==> src/rtl/rv_write_back.sv <==
// rv_write_back: RV32 write-back stage; load align/extend, regfile write, retire strobe and instret.
// Optional feature macro: RV_WRITE_BACK_FWD_EN adds forwarding outputs and a load-busy flag.
module rv_write_back #(
  parameter int IADDR_SPACE_BITS = 32
) (
  input  logic                        i_clk,
  input  logic                        i_reset_n,
  input  logic                        i_valid,
  output logic                        o_ready,
  input  logic                        i_flush,
  input  logic [IADDR_SPACE_BITS-1:0] i_pc,
  input  logic [4:0]                  i_rd,
  input  logic                        i_reg_write,
  input  logic                        i_mem_read,
  input  logic [2:0]                  i_funct3,
  input  logic [1:0]                  i_addr_lo,
  input  logic [31:0]                 i_alu_res,
  input  logic [31:0]                 i_bus_data,
  input  logic                        i_bus_ack,
  output logic                        o_reg_write,
  output logic [4:0]                  o_rd,
  output logic [31:0]                 o_reg_data,
  output logic                        o_retire,
  output logic [IADDR_SPACE_BITS-1:0] o_retire_pc,
`ifdef RV_WRITE_BACK_FWD_EN
  output logic                        o_fwd_valid,
  output logic [4:0]                  o_fwd_rd,
  output logic [31:0]                 o_fwd_data,
  output logic                        o_load_busy,
`endif
  output logic [31:0]                 o_instret
);
  localparam logic S_IDLE = 1'b0;
  localparam logic S_LOAD = 1'b1;
  logic                        state_q, state_d;
  logic [4:0]                  p_rd_q, p_rd_d;
  logic                        p_rw_q, p_rw_d;
  logic [2:0]                  p_f3_q, p_f3_d;
  logic [1:0]                  p_addr_q, p_addr_d;
  logic [IADDR_SPACE_BITS-1:0] p_pc_q, p_pc_d;
  logic                        reg_write_q, reg_write_d;
  logic [4:0]                  rd_q, rd_d;
  logic [31:0]                 data_q, data_d;
  logic                        retire_q, retire_d;
  logic [IADDR_SPACE_BITS-1:0] retire_pc_q, retire_pc_d;
  logic [31:0]                 instret_q, instret_d;
  logic                        xfer;
  logic [7:0]                  ld_b;
  logic [15:0]                 ld_h;
  logic [31:0]                 ld_data;
  assign o_ready = (state_q == S_IDLE);
  assign xfer    = i_valid & o_ready & ~i_flush;
  // Select the addressed byte/half of the bus word and extend it per funct3.
  always_comb begin
    ld_b    = i_bus_data[{p_addr_q, 3'b000} +: 8];
    ld_h    = p_addr_q[1] ? i_bus_data[31:16] : i_bus_data[15:0];
    ld_data = (p_f3_q == 3'd0) ? {{24{ld_b[7]}}, ld_b} :
              (p_f3_q == 3'd4) ? {24'd0, ld_b} :
              (p_f3_q == 3'd1) ? {{16{ld_h[15]}}, ld_h} :
              (p_f3_q == 3'd5) ? {16'd0, ld_h} : i_bus_data;
  end
  // Next-state: capture in IDLE, retire non-loads at once, retire loads on ack.
  always_comb begin
    state_d     = state_q;
    p_rd_d      = p_rd_q;
    p_rw_d      = p_rw_q;
    p_f3_d      = p_f3_q;
    p_addr_d    = p_addr_q;
    p_pc_d      = p_pc_q;
    reg_write_d = 1'b0;
    retire_d    = 1'b0;
    rd_d        = rd_q;
    data_d      = data_q;
    retire_pc_d = retire_pc_q;
    instret_d   = instret_q;
    if (state_q == S_IDLE) begin
      if (xfer && i_mem_read) begin
        state_d  = S_LOAD;
        p_rd_d   = i_rd;
        p_rw_d   = i_reg_write;
        p_f3_d   = i_funct3;
        p_addr_d = i_addr_lo;
        p_pc_d   = i_pc;
      end else if (xfer) begin
        reg_write_d = i_reg_write & (i_rd != 5'd0);
        rd_d        = i_rd;
        data_d      = i_alu_res;
        retire_d    = 1'b1;
        retire_pc_d = i_pc;
        instret_d   = instret_q + 32'd1;
      end
    end else if (i_bus_ack) begin
      state_d     = S_IDLE;
      reg_write_d = p_rw_q & (p_rd_q != 5'd0);
      rd_d        = p_rd_q;
      data_d      = ld_data;
      retire_d    = 1'b1;
      retire_pc_d = p_pc_q;
      instret_d   = instret_q + 32'd1;
    end
  end
  // State and output registers; async reset drops any pending load.
  always_ff @(posedge i_clk or negedge i_reset_n) begin
    if (!i_reset_n) begin
      state_q     <= S_IDLE;
      p_rd_q      <= '0;
      p_rw_q      <= 1'b0;
      p_f3_q      <= '0;
      p_addr_q    <= '0;
      p_pc_q      <= '0;
      reg_write_q <= 1'b0;
      rd_q        <= '0;
      data_q      <= '0;
      retire_q    <= 1'b0;
      retire_pc_q <= '0;
      instret_q   <= '0;
    end else begin
      state_q     <= state_d;
      p_rd_q      <= p_rd_d;
      p_rw_q      <= p_rw_d;
      p_f3_q      <= p_f3_d;
      p_addr_q    <= p_addr_d;
      p_pc_q      <= p_pc_d;
      reg_write_q <= reg_write_d;
      rd_q        <= rd_d;
      data_q      <= data_d;
      retire_q    <= retire_d;
      retire_pc_q <= retire_pc_d;
      instret_q   <= instret_d;
    end
  end
  assign o_reg_write = reg_write_q;
  assign o_rd        = rd_q;
  assign o_reg_data  = data_q;
  assign o_retire    = retire_q;
  assign o_retire_pc = retire_pc_q;
  assign o_instret   = instret_q;
`ifdef RV_WRITE_BACK_FWD_EN
  assign o_fwd_valid = reg_write_q;
  assign o_fwd_rd    = rd_q;
  assign o_fwd_data  = data_q;
  assign o_load_busy = (state_q == S_LOAD);
`endif
endmodule

==> config.mk <==
export PLATFORM = sky130hd
export DESIGN_NAME = rv_write_back
export DESIGN_NICKNAME = d
export VERILOG_FILES = /design/src/rtl/rv_write_back.sv
export SDC_FILE = /design/constraint.sdc
export NUM_CORES = 1
export LEC_CHECK = 0
export ABC_AREA = 1
export ABC_CLOCK_PERIOD_IN_PS = 1400
export CAP_MARGIN = 0
export CORE_UTILIZATION = 44
export DETAILED_ROUTE_END_ITERATION = 12
export GPL_ROUTABILITY_DRIVEN = 1
export GPL_TIMING_DRIVEN = 0
export PLACE_DENSITY = 0.79
export SETUP_SLACK_MARGIN = 0.5
export SLEW_MARGIN = 0
export SYNTH_ARGS = -nofsm -noshare
export SYNTH_HDL_FRONTEND = slang
export SYNTH_SLANG_ARGS = --single-unit
==> constraint.sdc <==
create_clock -name i_clk -period 1.4 [get_ports i_clk]
set_input_delay 0.28 -clock i_clk [delete_from_list [all_inputs] [get_ports i_clk]]
set_output_delay 0.28 -clock i_clk [all_outputs]
set_load 0.03 [all_outputs]
# Word-level counts from Yosys, hierarchy flattened
# Cells that the tools add are included.
# Widths: inputs -> output; s select.
# classes
reduce_logical,7
bitwise_logic,6
addsub,1
eq_ne,5
mux,32
n_shift,1
# op_table
op,n
$mux 32,16
$add 32x1->32 const B,1
$shiftx 32x6->8,1
$mux 5,4
$mux 16,1
$mux 1,11
$reduce_bool 5->1,2
$eq 3x3->1 const B,2
$and 1x1->1,4
$ne 2x2->1 const B,2
$eq 3x1->1 const B,1
$logic_not 3->1,1
$reduce_and 3->1,1
$not 1->1,2
$reduce_and 2->1,1
$reduce_bool 2->1,1
$logic_and 1x1->1,1
# word_totals
output_inout_bits,104
regBits,147
elab_cells,64
input_bits,113

# Logic depth before layout (Yosys ltp)
# depth
word_depth,7
depth_mapped,10
depth_no_buf,9

# Worst setup path before layout
# OpenSTA, ideal clock, no wires.
# synth_timing
kind,reg2reg
startpoint,register instret_q[0] (netlist: o_instret[0])
endpoint,register instret_q[20] (netlist: o_instret[20])
synth_period_minus_slack_ns,1.688
setup_time_ns,0.113
setup_slack_ns,-0.288
t_arrival_ns,1.575
required_time_ns,1.287
stages_incl_launch_ff,9
n_path_buf,0
path_cell_list,dfrtp_1 ha_1 nand3_1 nor2_2 nand2_1 nor2_1 nand3_1 nand2_1 inv_1
# synth_between
elab_chain_cells,4
word_cells_on_any_way,5
cone_classes,add/sub (1); mux (4)
# synth_rtl
element,line_no,rtl
"start, declared",46,"logic [31:0] instret_q, instret_d;"
"start signal, assigned",129,instret_q <= instret_d;
$add 32x1->32 *,"90, 99",
$mux 32,84,end else if (xfer) begin
$mux 32,77,if (xfer && i_mem_read) begin
$mux 32 *,76,if (state_q == S_IDLE) begin
# Every way passes the cells marked *; elsewhere a longest branch is shown, timed or not. The select of a mux whose other input is x is not followed.
# A chain may end at the register's enable or synchronous reset.

# Final worst setup path
# layout_timing
startpoint,register state_q
endpoint,register retire_pc_q[21] (netlist: o_retire_pc[21])
# layout_between
elab_chain_cells,6
word_cells_on_any_way,9
cone_classes,eq/ne (2); mux (1); bitwise (3); reduce/logical (3)
# layout_rtl
element,line_no,rtl
"start, declared",35,"logic state_q, state_d;"
"start signal, assigned",118,state_q <= state_d;
$not 1->1 (no source line),--,
$and 1x1->1 (2 in series),52,assign xfer = i_valid & o_ready & ~i_flush;
$logic_and 1x1->1,77,
$ne 2x2->1 (no source line),--,
$reduce_and 3->1 (no source line),--,
"end signal, assigned",128,retire_pc_q <= retire_pc_d;
"end, declared",45,"logic [IADDR_SPACE_BITS-1:0] retire_pc_q, retire_pc_d;"
# Several ways; a longest one is shown, not always the timed one.

==> key figures <==
Run status
  • Outcome: finished, violations left
  • Violated checks: hold timing, setup timing

Final layout
  • Final nets: 1542
  • Layout area overhead: 66.7%
  • Final std cells w/o fill: between 1500 and 2000
  • Filler cells: between 1000 and 1500
  • Fraction of layout cells with a size suffix above 1: 36.6%
  • Post-route cell area: roughly 13000 um^2

Synthesis
  • Most common cell in the netlist: nand2_1
  • Commonest cells post-synth: 399 x nand2_1, 156 x nor2_1, 147 x dfrtp_1
  • Mapped Area: around 8000 um^2
  • Warnings from Yosys: 0
  • Post-synth EDFFs: 0
  • Post-Syn Instances: approximately 1100
  • Netlist cell types: 35
  • Syn avg cell area: 7.47 um^2
  • Top FF cell, synth: dfrtp_1
  • #FFs+latches synth: 147
  • Synth area leaders: dfrtp_1 46%, nand2_1 19%, nor2_1 7.3%
  • Sequential area share after synthesis: between 40% and 50%
  • Top cell type's share of synthesized area: a little under half
  • Syn nets: roughly 1200
  • Synth async-reset ratio: 100%
  • Yosys top cell by area: dfrtp_1

Floorplan
  • I/O pin count: ~220
  • Starting Density: approximately 45%
  • Die Y-Extent: 137 um
  • Die width: ~140 um
  • Core footprint: roughly 18000 um^2
  • Die Area: 18800 um^2
  • # rows: 49

Timing
  • Post-route setup TNS: -17.23 ns
  • Final Slew Violations: 0
  • RSZ-0062 raised after global routing: true
  • FMAX: 0.627 GHz
  • Minimum clock period: around 1.6 ns
  • Final Hold Vio Count: 72
  • Tightest hold margin: -0.145 ns
  • Tightest Pin Transition: ~0.7 ns
  • Tcrit/Tclk final: 114%
  • Max Clock Skew: around 0.012 ns
  • Slew HR: a little over half
  • Setup ws final: -0.195 ns
  • # setup viols final: about 150

GRT
  • Largest net degree at the start of global routing: 76
  • Global-route wire length before repair: about 43 mm
  • Gr usage total: a little under a third
  • Vias in the first global route: around 8000
  • Initial antenna violation count: 1
  • Total overflow reported by the global router: 0

Place
  • Pre-CTS WS: -0.563 ns
  • Placed insts: roughly 1500
  • Routability cong.: between 0.9 and 1
  • Post-DP HPWL: between 15 and 20 mm
  • IO buf count: about 220
  • Placement Cell Area: 10900 um^2

Drt
  • Final WL: roughly 30 mm
  • Vias after detailed routing: a little under 9000
  • Final ANT Viol Nets: 0
  • Drc violations: 0
  • DR WL/cell: approximately 18 um
  • DR iter-0 viols: around 800
  • Via density: approximately 5.3
  • Drt first pass iters: 5

Power
  • Sw Pwr: roughly 7 mW
  • Overall power: between 15 and 20 mW
  • Clock power frac: about a quarter
  • Combinational share of power: around 41%
  • Seq pwr share: 32.9%
  • Power Dens Cells: around 1300 nW/um^2
  • Peak VDD IR: between 1 and 1.5 mV
  • P_int: 11.1 mW
  • Switching Fraction: a little under two fifths
  • P_leak: ~6.3 nW

Critical path
  • Flop-to-flop setup slack: -0.19 ns
  • CP startpoint kind: flop
  • Worst EP required: around 1.7 ns
  • Crit. End Element: flop
  • Critical path's slowest cell: dfrtp_1
  • CP Class: reg -> reg
  • CP Cell Sequence: buf_8, nor2_8, nand3_4, nand2_8, buf_12, clkbuf_16, nor2_4, a31oi_1
  • CP arrival: 1.94 ns
  • Crit-path max FO: 7
  • CP max stage delay: roughly 0.38 ns

Clock network
  • CTS clk-pin slew, worst paths: 0.07 ns
  • Clock root buffer: clkbuf_16
  • CTS Sinks: between 100 and 150
  • Clock buffer depth: 2
  • CTS tree: built
  • Cts bufs inserted: 17
  • Clock latency on the worst-skew pair: about 0.43 ns
  • Htree depth: 4

Worst hold path
  • HP Class: in -> async

Flow run
  • Max Cap Violations: 0
==> logic make-up after synthesis <==
kind of cell | after synthesis | synth area share [%]
adder cells (fa/ha/maj) | 1 | 0.156
AND/OR/NAND/NOR | 677 | 35.1
AO/OA/AOI/OAI | 73 | 5.18
flip-flops | 147 | 45.8
XOR/XNOR | 14 | 1.53
buffers and inverters | 129 | 7.42
multiplexers | 34 | 4.77
==> worst paths after layout <==
path / endpoint / cells past startpoint / from
max: o_retire_pc[21]$_DFFE_PN0P_ / 8 / state_q$_DFF_PN0_
min: o_rd[1]$_DFFE_PN0P_ / 1 / i_reset_n
max reg2reg: o_retire_pc[21]$_DFFE_PN0P_ / 8 / state_q$_DFF_PN0_
min reg2reg: o_reg_data[18]$_DFFE_PN0P_ / 2 / o_reg_data[18]$_DFFE_PN0P_
max in group asynchronous: o_instret[17]$_DFFE_PN0P_ / 2 / i_reset_n
min in group i_clk: o_retire_pc[1]$_DFFE_PN0P_ / 3 / i_pc[1]
==> metal layers <==
metal | wire length, um | global-route usage [%] | up-vias | share of wire (%)
met2 | 15100 | 50.6 | 378 | 50
li1 | - | - | 4140 | -
met4 | 864 | 10.4 | 0 | 2.9
met5 | 0 | 0 | - | 0
met1 | 12300 | 39.0 | 4349 | 41
met3 | 1960 | 5.44 | 71 | 6.5
==> per-stage QoR <==
stage	util [%]	hold WS (ns)
finish	74.7	-0.145
global route	74.7	-0.0844
CTS	69.1	-0.113
detailed placement	61.1	0.336
global placement	61.0	0.461
floorplan	-	-0.0156
==> final cells by class <==
class / instances / area (um^2) / share of cell area (%)
clock buffer: 17 / 425 / 3.18
timing repair buffer: 334 / 3390 / 25.4
antenna: 1 / 2.50 / 0.0187
buffer: 51 / 608 / 4.55
inverter: 78 / 323 / 2.41
sequential: 147 / 3720 / 27.8
multi-input combinational: 799 / 4450 / 33.2
clock inverter: 15 / 176 / 1.32
tap: 229 / 287 / 2.14
==> what timing repair did <==
action,4_1_cts,5_1_grt
gates resized for setup,780,140
setup buffers,60,48
gates cloned,3,6
pin swaps,5,25
endpoints found under the setup margin,251,251
endpoints found under the hold margin,72,72
==> critical path: cells and delay by family, from the launching register on <==
kind	cells	cell delay [ns]
AO/OA/AOI/OAI	1	0.17
buffers and inverters	3	0.50
flip-flops	1	0.38
AND/OR/NAND/NOR	4	0.45
==> sequential cells by signal, indices dropped and copies added (netlist names) <==
signal,count
o_retire,1
p_addr_q,2
p_rw_q,1
o_rd,5
state_q,1
o_retire_pc,32
o_reg_write,1
p_rd_q,5
o_reg_data,32
o_instret,32
p_pc_q,32
p_f3_q,3
==> placed cells by master, fill, tap and decap left out, drive strengths merged, types with 2 or more instances in the layout <==
| master | n |
|---|---|
| a21oi | 19 |
| a31oi | 37 |
| buf | 253 |
| clkbuf | 38 |
| clkdlybuf4s50 | 111 |
| clkinv | 7 |
| dfrtp | 147 |
| inv | 86 |
| mux2 | 34 |
| nand2 | 401 |
| nand3 | 98 |
| nand3b | 2 |
| nand4 | 9 |
| nor2 | 163 |
| nor3 | 3 |
| o21ai | 17 |
| xnor2 | 7 |
| xor2 | 7 |
==> power groups by stage <==
stage	clock, mW	sequential (mW)	combinational (mW)
final	4.66	5.91	7.40
after global routing	4.85	6.00	7.85
after CTS	4.66	5.88	6.36
after detailed placement	0	5.87	5.60
after global placement	0	5.85	5.50
after floorplan	0	6.96	2.10
Power figures use the tool's default switching activity.
==> edit (same flow settings) <==
`data_q` no longer has a reset.
--- a/src/rtl/rv_write_back.sv
+++ b/src/rtl/rv_write_back.sv
@@ -110,7 +110,6 @@
       p_pc_q      <= '0;
       reg_write_q <= 1'b0;
       rd_q        <= '0;
-      data_q      <= '0;
       retire_q    <= 1'b0;
       retire_pc_q <= '0;
       instret_q   <= '0;
@@ -123,11 +122,14 @@
       p_pc_q      <= p_pc_d;
       reg_write_q <= reg_write_d;
       rd_q        <= rd_d;
-      data_q      <= data_d;
       retire_q    <= retire_d;
       retire_pc_q <= retire_pc_d;
       instret_q   <= instret_d;
     end
+  end
+
+  always_ff @(posedge i_clk) begin
+    data_q <= data_d;
   end
   assign o_reg_write = reg_write_q;
   assign o_rd        = rd_q;
Formal check against the unedited RTL: not equivalent (Yosys sat finds a counterexample within 4 cycles, from zero or initial values and one cycle with i_reset_n low).
==> edit against the original RTL <==
- the run still ends with negative hold slack, negative setup slack left
- sequential cell count is the same
- worst hold slack got worse by 140 ps
- via count down 6.9%
- synthesized area down 4.8%
- wire length decreased by 4.3%
- worst setup slack lost 86 ps
- total power fell by 4.6%
- final area is 1.5% lower
- sequential power decreased by 3%
- critical path type unchanged
- largest cell class is now non-clock buffers
- largest power group unchanged
==> edit: results (changes against the original RTL) <==
met2 Track Usage GR 51.0% (+0.39 points); Clock power frac 28.0% (+2.1 points); register share of total power 33.6% (+0.7 points); P_clk 0.00480 W (+3%); IR drop worst, VDD 1.03 mV (-0.99%); area grow syn2layout 72.5%; DRT iter0 DRCs 686 (-14%); clock latency at the later pin of the worst-skew pair 430 ps (about the same); DR WL/cell 18.7 um (+3.7%); half-perimeter wire length after placement 16400 um (-15%); Post-DP Area 10400 um2 (-5.3%); syn avg cell area 8.12 um2 (+8.8%); Internal 0.0110 W (-0.50%); GRT Overall Usage 30.4% (+0.22 points); initial antenna violation count 2 (+1); RePlAce Congestion 0.909 (-6.7%); setup ws final -281 ps (-85.9 ps); Synth top cells by count nand2_1, dfrtp_1, nor2_1, inv_1, a31oi_1; Routed met3 length 2490 um (+27%); static leakage 6.07 nW (-4.0%); WHS -281 ps (-136 ps); first-pass GRT wire length 41900 um (-2.3%); Layout Nets 1422 (-7.8%); GRT met3 Usage 6.88% (+1.4 points); crit path max fanout 5 (-2); RR Endpoint o_reg_data[1]; TritonRoute pass-1 iters 7 (+2); Place WS -638 ps (-75.2 ps); register area share after synthesis 50.2% (+4.4 points); Finished Layout Cells 1543 (-7.7%); final setup violation count 180 (+22%); met2 wire length 14400 um (-4.1%); EDFF count, synth 32 (+32); FF-to-FF path depth 9 (+1); number of fill cells 1039 (-18%); number of global-route vias before repair 8089 (-0.70%); vias per cell 5.39 (+0.80%); status finished with violations; WL met1 10600 um (-14%); fraction of registers with async set/reset 78.2% (-22 points); ranking of synthesized cells by area dfrtp_1, nand2_1, edfxtp_1; final hold vios 29 (-60%); Fin Setup TNS -31770 ps (-14540 ps); Worst path slowest cell dfrtp_2; GR Layer Usage met1 36.2% (-2.8 points); failing checks negative hold slack, negative setup slack; largest net degree at the start of global routing 87 (+14%); slowest stage delay, CP 470 ps (+90 ps); layout cells sized above 1 37.0% (+0.38 points); Synthesized Nets 1055 (-11%); slew at the pin with the worst max-slew slack 609 ps (-93.7 ps)
==> edit: changes by cell type in the layout (fill, tap and decap cells not counted), moves of 26 or more <==
cell,delta
mux2_2,-26
edfxtp_1,+32
nand2_1,-67
mux2_1,+28
nand3_1,-41
nor2_1,-39
==> edit: worst max-delay path by stage <==
stage,end,slack (ps),start
detailed placement,o_reg_data[8],-640,i_valid
finish,o_reg_data[1],-280,p_f3_q[1]
CTS,o_instret[11],-170,state_q
global placement,o_instret[16],-4930,i_reset_n
global route,o_reg_data[1],-320,p_f3_q[1]
floorplan,o_instret[16],-60,o_instret[0]
==> edit: repair_timing <==
item / CTS / global route
buffers inserted: 81 / 31
setup endpoints to repair: 283 / 283
hold endpoints to repair: 29 / 29
pin swaps: 55 / 47
gates resized for setup: 851 / 117
cloned: 17 / 2
==> edit: worst max-delay path: cells and delay by family, from the launching register on <==
kind / cells / cell delay [ps]
buffers and inverters: 2 / 280
AOI/OAI and AO/OA: 1 / 200
DFF: 1 / 470
and+or+nand+nor: 6 / 590
==> edit: final cells by class <==
type | count | share of cell area (%)
Inverter | 79 | 2.34
Antenna cell | 2 | 0.0380
Clock inverter | 15 | 1.42
Timing Repair Buffer | 346 | 27.8
Tap cell | 220 | 2.09
Clock buffer | 17 | 3.23
Multi-Input combinational cell | 675 | 30.2
Sequential cell | 147 | 29.4
Buffer | 42 | 3.48
==> edit: cell families after synthesis <==
family                     after synthesis  share of synthesized area [%]
xor gates and xnor gates                17                           1.95
adders and majority gates                1                          0.164
DFF                                    147                           50.2
buffers and inverters                  121                           6.75
AOI/OAI and AO/OA                       98                           7.26
muxes                                   34                           5.01
and+or+nand+nor                        523                           28.6
